## src/rtl/fpu_pkg.sv

```systemverilog
// rtl/fpu_pkg.sv - shared FP adder types, exception codes and widths
package fpu_pkg;

  localparam int MANT_W = 25;

  typedef enum logic [1:0] {IDLE, ADD, ACK, WAIT_REL} mant_add_state_t;

  localparam logic [1:0] ADD_EXC_OP1_NEG = 2'b01;
  localparam logic [1:0] ADD_EXC_PROTO   = 2'b10;

endpackage

```

## src/rtl/fpu_digit_add.sv

```systemverilog
// rtl/fpu_digit_add.sv - combinational DIGIT-bit adder slice with carry in/out
module fpu_digit_add #(
  parameter int DIGIT = 5
) (
  input  logic [DIGIT-1:0] a,
  input  logic [DIGIT-1:0] b,
  input  logic             cin,
  output logic [DIGIT-1:0] sum,
  output logic             cout
);

  assign {cout, sum} = {1'b0, a} + {1'b0, b} + {{DIGIT{1'b0}}, cin};

endmodule

```

## src/rtl/fpu_mant_adder.sv

```systemverilog
// rtl/fpu_mant_adder.sv - digit-serial mantissa adder behind the FP adder valid/ack port
module fpu_mant_adder
  import fpu_pkg::*;
#(
  parameter int WIDTH = MANT_W,
  parameter int DIGIT = 5
) (
  input  logic             CLK,
  input  logic             RSTn,
  input  logic             Adder_valid,
  input  logic [WIDTH-1:0] Adder_datain1,
  input  logic [WIDTH-1:0] Adder_datain2,
  output logic [WIDTH-1:0] Adder_dataout,
  output logic             Adder_carryout,
  output logic [1:0]       Adder_Exc,
  output logic             Adder_ack
);

  localparam int N     = WIDTH / DIGIT;
  localparam int CNT_W = (N > 1) ? $clog2(N) : 1;
  localparam logic [CNT_W-1:0] LAST = CNT_W'(N - 1);

  mant_add_state_t  state_q, state_d;
  logic [WIDTH-1:0] op1_q, op1_d, op2_q, op2_d, sum_q, sum_d;
  logic [WIDTH-1:0] dataout_q, dataout_d;
  logic [CNT_W-1:0] cnt_q, cnt_d;
  logic             carry_q, carry_d, neg_q, neg_d, proto_q, proto_d;
  logic             carryout_q, carryout_d, ack_q, ack_d;
  logic [1:0]       exc_q, exc_d;
  logic             proto_n;

  logic [DIGIT-1:0] dig_a, dig_b, dig_sum;
  logic             dig_cout;

  assign dig_a = op1_q[int'(cnt_q)*DIGIT +: DIGIT];
  assign dig_b = op2_q[int'(cnt_q)*DIGIT +: DIGIT];

  fpu_digit_add #(.DIGIT(DIGIT)) u_digit (
    .a    (dig_a),
    .b    (dig_b),
    .cin  (carry_q),
    .sum  (dig_sum),
    .cout (dig_cout)
  );

  always_comb begin
    state_d    = state_q;
    op1_d      = op1_q;
    op2_d      = op2_q;
    sum_d      = sum_q;
    cnt_d      = cnt_q;
    carry_d    = carry_q;
    neg_d      = neg_q;
    proto_d    = proto_q;
    dataout_d  = dataout_q;
    carryout_d = carryout_q;
    exc_d      = exc_q;
    ack_d      = 1'b0;
    proto_n    = proto_q;
    case (state_q)
      IDLE: begin
        if (Adder_valid) begin
          op1_d   = Adder_datain1;
          op2_d   = Adder_datain2;
          sum_d   = '0;
          carry_d = 1'b0;
          cnt_d   = '0;
          neg_d   = Adder_datain1[WIDTH-1];
          proto_d = 1'b0;
          state_d = ADD;
        end
      end
      ADD: begin
        if (!Adder_valid) begin
          state_d = IDLE;
        end else begin
          // operand drift is only flagged; the sum always uses the latched copies
          proto_n = proto_q | (Adder_datain1 != op1_q) | (Adder_datain2 != op2_q);
          proto_d = proto_n;
          sum_d[int'(cnt_q)*DIGIT +: DIGIT] = dig_sum;
          carry_d = dig_cout;
          cnt_d   = cnt_q + CNT_W'(1);
          if (cnt_q == LAST) begin
            dataout_d  = sum_d;
            carryout_d = dig_cout;
            exc_d      = (neg_q ? ADD_EXC_OP1_NEG : 2'b00) | (proto_n ? ADD_EXC_PROTO : 2'b00);
            ack_d      = 1'b1;
            cnt_d      = '0;
            state_d    = ACK;
          end
        end
      end
      ACK: begin
        state_d = Adder_valid ? WAIT_REL : IDLE;
      end
      WAIT_REL: begin
        if (!Adder_valid) state_d = IDLE;
      end
      default: state_d = IDLE;
    endcase
  end

  always_ff @(posedge CLK) begin
    if (!RSTn) begin
      state_q    <= IDLE;
      op1_q      <= '0;
      op2_q      <= '0;
      sum_q      <= '0;
      cnt_q      <= '0;
      carry_q    <= 1'b0;
      neg_q      <= 1'b0;
      proto_q    <= 1'b0;
      dataout_q  <= '0;
      carryout_q <= 1'b0;
      exc_q      <= 2'b00;
      ack_q      <= 1'b0;
    end else begin
      state_q    <= state_d;
      op1_q      <= op1_d;
      op2_q      <= op2_d;
      sum_q      <= sum_d;
      cnt_q      <= cnt_d;
      carry_q    <= carry_d;
      neg_q      <= neg_d;
      proto_q    <= proto_d;
      dataout_q  <= dataout_d;
      carryout_q <= carryout_d;
      exc_q      <= exc_d;
      ack_q      <= ack_d;
    end
  end

  assign Adder_dataout  = dataout_q;
  assign Adder_carryout = carryout_q;
  assign Adder_Exc      = exc_q;
  assign Adder_ack      = ack_q;

endmodule

```

## config.mk

```make
export PLATFORM = sky130hd
export DESIGN_NAME = fpu_mant_adder
export DESIGN_NICKNAME = d
export VERILOG_FILES = /design/src/rtl/fpu_pkg.sv /design/src/rtl/fpu_digit_add.sv /design/src/rtl/fpu_mant_adder.sv
export SDC_FILE = /design/constraint.sdc
export NUM_CORES = 1
export LEC_CHECK = 0
export ABC_AREA = 1
export BUFFER_PORTS_ARGS = -buffer_cell sky130_fd_sc_hd__buf_2
export CAP_MARGIN = 10
export CORE_ASPECT_RATIO = 0.9
export CORE_MARGIN = 8
export CORE_UTILIZATION = 60
export DETAILED_ROUTE_END_ITERATION = 16
export PLACE_DENSITY = 0.83
export SYNTH_ARGS = -nofsm -noshare
export SYNTH_HDL_FRONTEND = slang
export SYNTH_SLANG_ARGS = --single-unit
```

## constraint.sdc

```tcl
create_clock -name CLK -period 4.91 [get_ports CLK]
set_input_delay 0.2455 -clock CLK [delete_from_list [all_inputs] [get_ports CLK]]
set_output_delay 0.2455 -clock CLK [all_outputs]
set_load 0.02 [all_outputs]
```

==> summary.md <==
| Metric | Value |
|---|---|
| Crit. End Element | flop |
| Vias | 5710 |
| Fin util | 0.6714 |
| Ys flop type | dfxtp_1 |
| Post-synthesis compound-gate area fraction | 0.2052 |
| Clock buffer depth | 2 |
| WL/cell | 13.54 um |
| Synthesized area per cell | 6.443 um^2 |
| CTS resizes | 0 |
| Largest net degree at the start of global routing | 73 |
| Number of flops mapped to enable cells by yosys | 0 |
| Synth Area in XOR/XNOR | 0.01484 |
| Post-Syn Nets | 968 |
| Mapped Area | 5818 um^2 |
| Worst EP required | 5.21 ns |
| First-pass GRT wire length | 24470 um |
| Root buffer cell | clkbuf_8 |
| Cts hold-fix bufs | 0 |
| Grt ovf | 0 |
| Synth cell types | 35 |
| CTS tree | built |
| Max-slew headroom | 0.3320 |
| RePlAce Congestion | 0.9050 |
| GR Util All Layers | 0.2278 |
| Synth area leader | dfxtp_1 |
| Post-route clock skew | 0.008294 ns |
| DRT Wirelength | 14760 um |
| Simple-Gate Fraction of Synth Area | 0.2557 |
| Clk sinks | 111 |
| Layout cells sized above 1 | 0.1317 |
| Worst skew pair latency | 0.38 ns |
| Full die area | 13110 um^2 |
| Post-synth ARST share | 0 |
| Synth Instances | 903 |
| Post-CTS Setup Bufs | 0 |
| Leak | 3.121 nW |
| Hold WS | 0.1145 ns |
| Power per Cell Area | 279.4 nW/um^2 |
| Worst vdd ir | 0.0002354 V |
| Max Fclk | 290.8 MHz |
| Synth warn | 0 |
| Critical path fanouts, max | 16 |
| Dpl cells | 1074 |
| Most numerous cell in the Yosys netlist | nand2_1 |
| Slew Limit Fails | 0 |
| DP HPWL | 10580 um |
| Yosys reg bits | 111 |
| Post-route insts no fill | 1090 |
| Detailed router's first-iteration violation count | 567 |
| Status | complete, no violations |
| First-pass detailed-route iteration total | 5 |
| Vias/cell | 5.239 |
| Max-cap violations | 0 |
| Final worst path period need | 3.439 ns |
| Mux share of post-synthesis cell area | 0 |
| PortBufs | 81 |
| CP Launch Type | flop |
| Row cnt | 34 |
| Adder-Cell Fraction of Synth Area | 0.02839 |
| Final worst path period share | 0.7004 |
| Final Net Count | 1024 |
| CTS buffer count | 9 |
| Largest family of logic cells by synthesized area | simple AND/OR/NAND/NOR gates |
| HP Class | input port to flop |
| Worst-path clk slew | 0.10 ns |
| Number of antenna diodes | 0 |
| Initial Util | 0.6078 |
| Actual slew at the worst max-slew pin | 1.002 ns |
| Die W | 119.8 um |
| Die height | 109.4 um |
| DRC | 0 |
| TNS Setup | 0 ns |
| Area contributors post-synth | dfxtp_1, nand2_1, a21oi_1 |
| P&R area growth vs syn | 10.45% |
| Ports | 82 |
| Top-area cell type share of the netlist area | 0.3819 |
| Vias in the first global route | 5164 |
| Crit path DAT | 3.74 ns |
| Post-synth top cells | nand2_1, inv_1, dfxtp_1 |
| CORE AREA | 9572 um^2 |
| RSZ-0062 raised after global routing | false |
| Sequential-to-total area share from yosys stat | 0.3819 |
| Number of antenna-violating nets in the routed design | 0 |
| Critical path class | flop to flop |
| Initial antenna violation count | 0 |
| Final setup fails | 0 |
| Final Hold Fails | 0 |
| CTS H-Tree Depth | 3 |
## kinds of logic after synthesis
family,count (synthesis)
AO/OA/AOI/OAI,233
XOR/XNOR,9
adder cells (fa/ha/maj),12
buffers and inverters,166
flip-flops,111
AND/OR/NAND/NOR,372
## state kept, by name, summed over array words and instances (netlist names)
register / count
Adder_Exc: 2
Adder_ack: 1
Adder_carryout: 1
Adder_dataout: 25
carry_q: 1
cnt_q: 3
op1_q: 25
op2_q: 25
proto_q: 1
state_q: 2
sum_q: 25
## area by class of cell
cell class / instances / area (um^2)
flip-flops and latches: 111 / 2222
inverters: 126 / 473.0
fillers: 868 / 3146
multi-input cells: 626 / 2940
repair buffers: 85 / 435.4
clock inverters: 5 / 56.30
well taps: 126 / 157.7
clock buffers: 11 / 141.4
## worst max-delay path: stages (launching register included)
cell and delay [ns]:
dfxtp_1 0.72, inv_1 0.38, nand3_1 0.36, o21ai_0 0.16, fa_1 0.46, fa_1 0.41
xor2_1 0.28, nand2_1 0.11, o21ai_0 0.26, nand2_1 0.08, a21oi_1 0.13
## metal layers
layer | global-route usage | wire [um]
met5 | 0 | 0
met3 | 0.05133 | 1241
met4 | 0.07302 | 163
met2 | 0.3452 | 6203
met1 | 0.3165 | 7152
## power breakdown
| part | internal, mW | leakage [nW] | switching [mW] |
|---|---|---|---|
| clock | 0.250 | 0.0997 | 0.311 |
| sequential | 0.935 | 0.906 | 0.0295 |
| combinational | 0.0928 | 2.11 | 0.177 |
## cell usage in the layout, fill, tap and decap left out, types with 2 or more instances in the layout
cell type / instances
ha_1: 10
o21ai_0: 98
inv_2: 10
fa_1: 2
buf_4: 4
o21ai_2: 2
nand2_2: 3
nand3_1: 20
o21a_1: 3
or2_1: 2
or2_2: 3
clkinv_2: 2
dfxtp_1: 111
nand4_1: 3
clkbuf_8: 10
xor2_1: 2
o21ai_1: 24
buf_2: 81
nor2_2: 3
a21oi_1: 102
nand2_1: 243
inv_1: 116
xnor2_1: 6
nor2_1: 89
## stage by stage
| step | power [mW] | setup WS [ns] | cell area (um^2) |
|---|---|---|---|
| after CTS | 1.799 | 1.530 | 6426 |
| after detailed placement | 1.249 | 1.559 | 6228 |
| after global placement | 1.245 | 1.688 | 6228 |
| after global routing | 1.879 | 1.161 | 6426 |
| after floorplan | 1.166 | 2.227 | 5818 |
| final | 1.796 | 1.471 | 6426 |
## worst paths after layout
kind         cells after the start  slack (ns)        startpoint        end
max reg2reg                     10        1.47          cnt_q[1]   sum_q[7]
min reg2reg                      2        0.47         sum_q[23]  sum_q[23]
max                             10        1.47          cnt_q[1]   sum_q[7]
min                              3        0.11  Adder_datain1[7]   op1_q[7]
No activity file was read; power rests on OpenSTA's default activity.
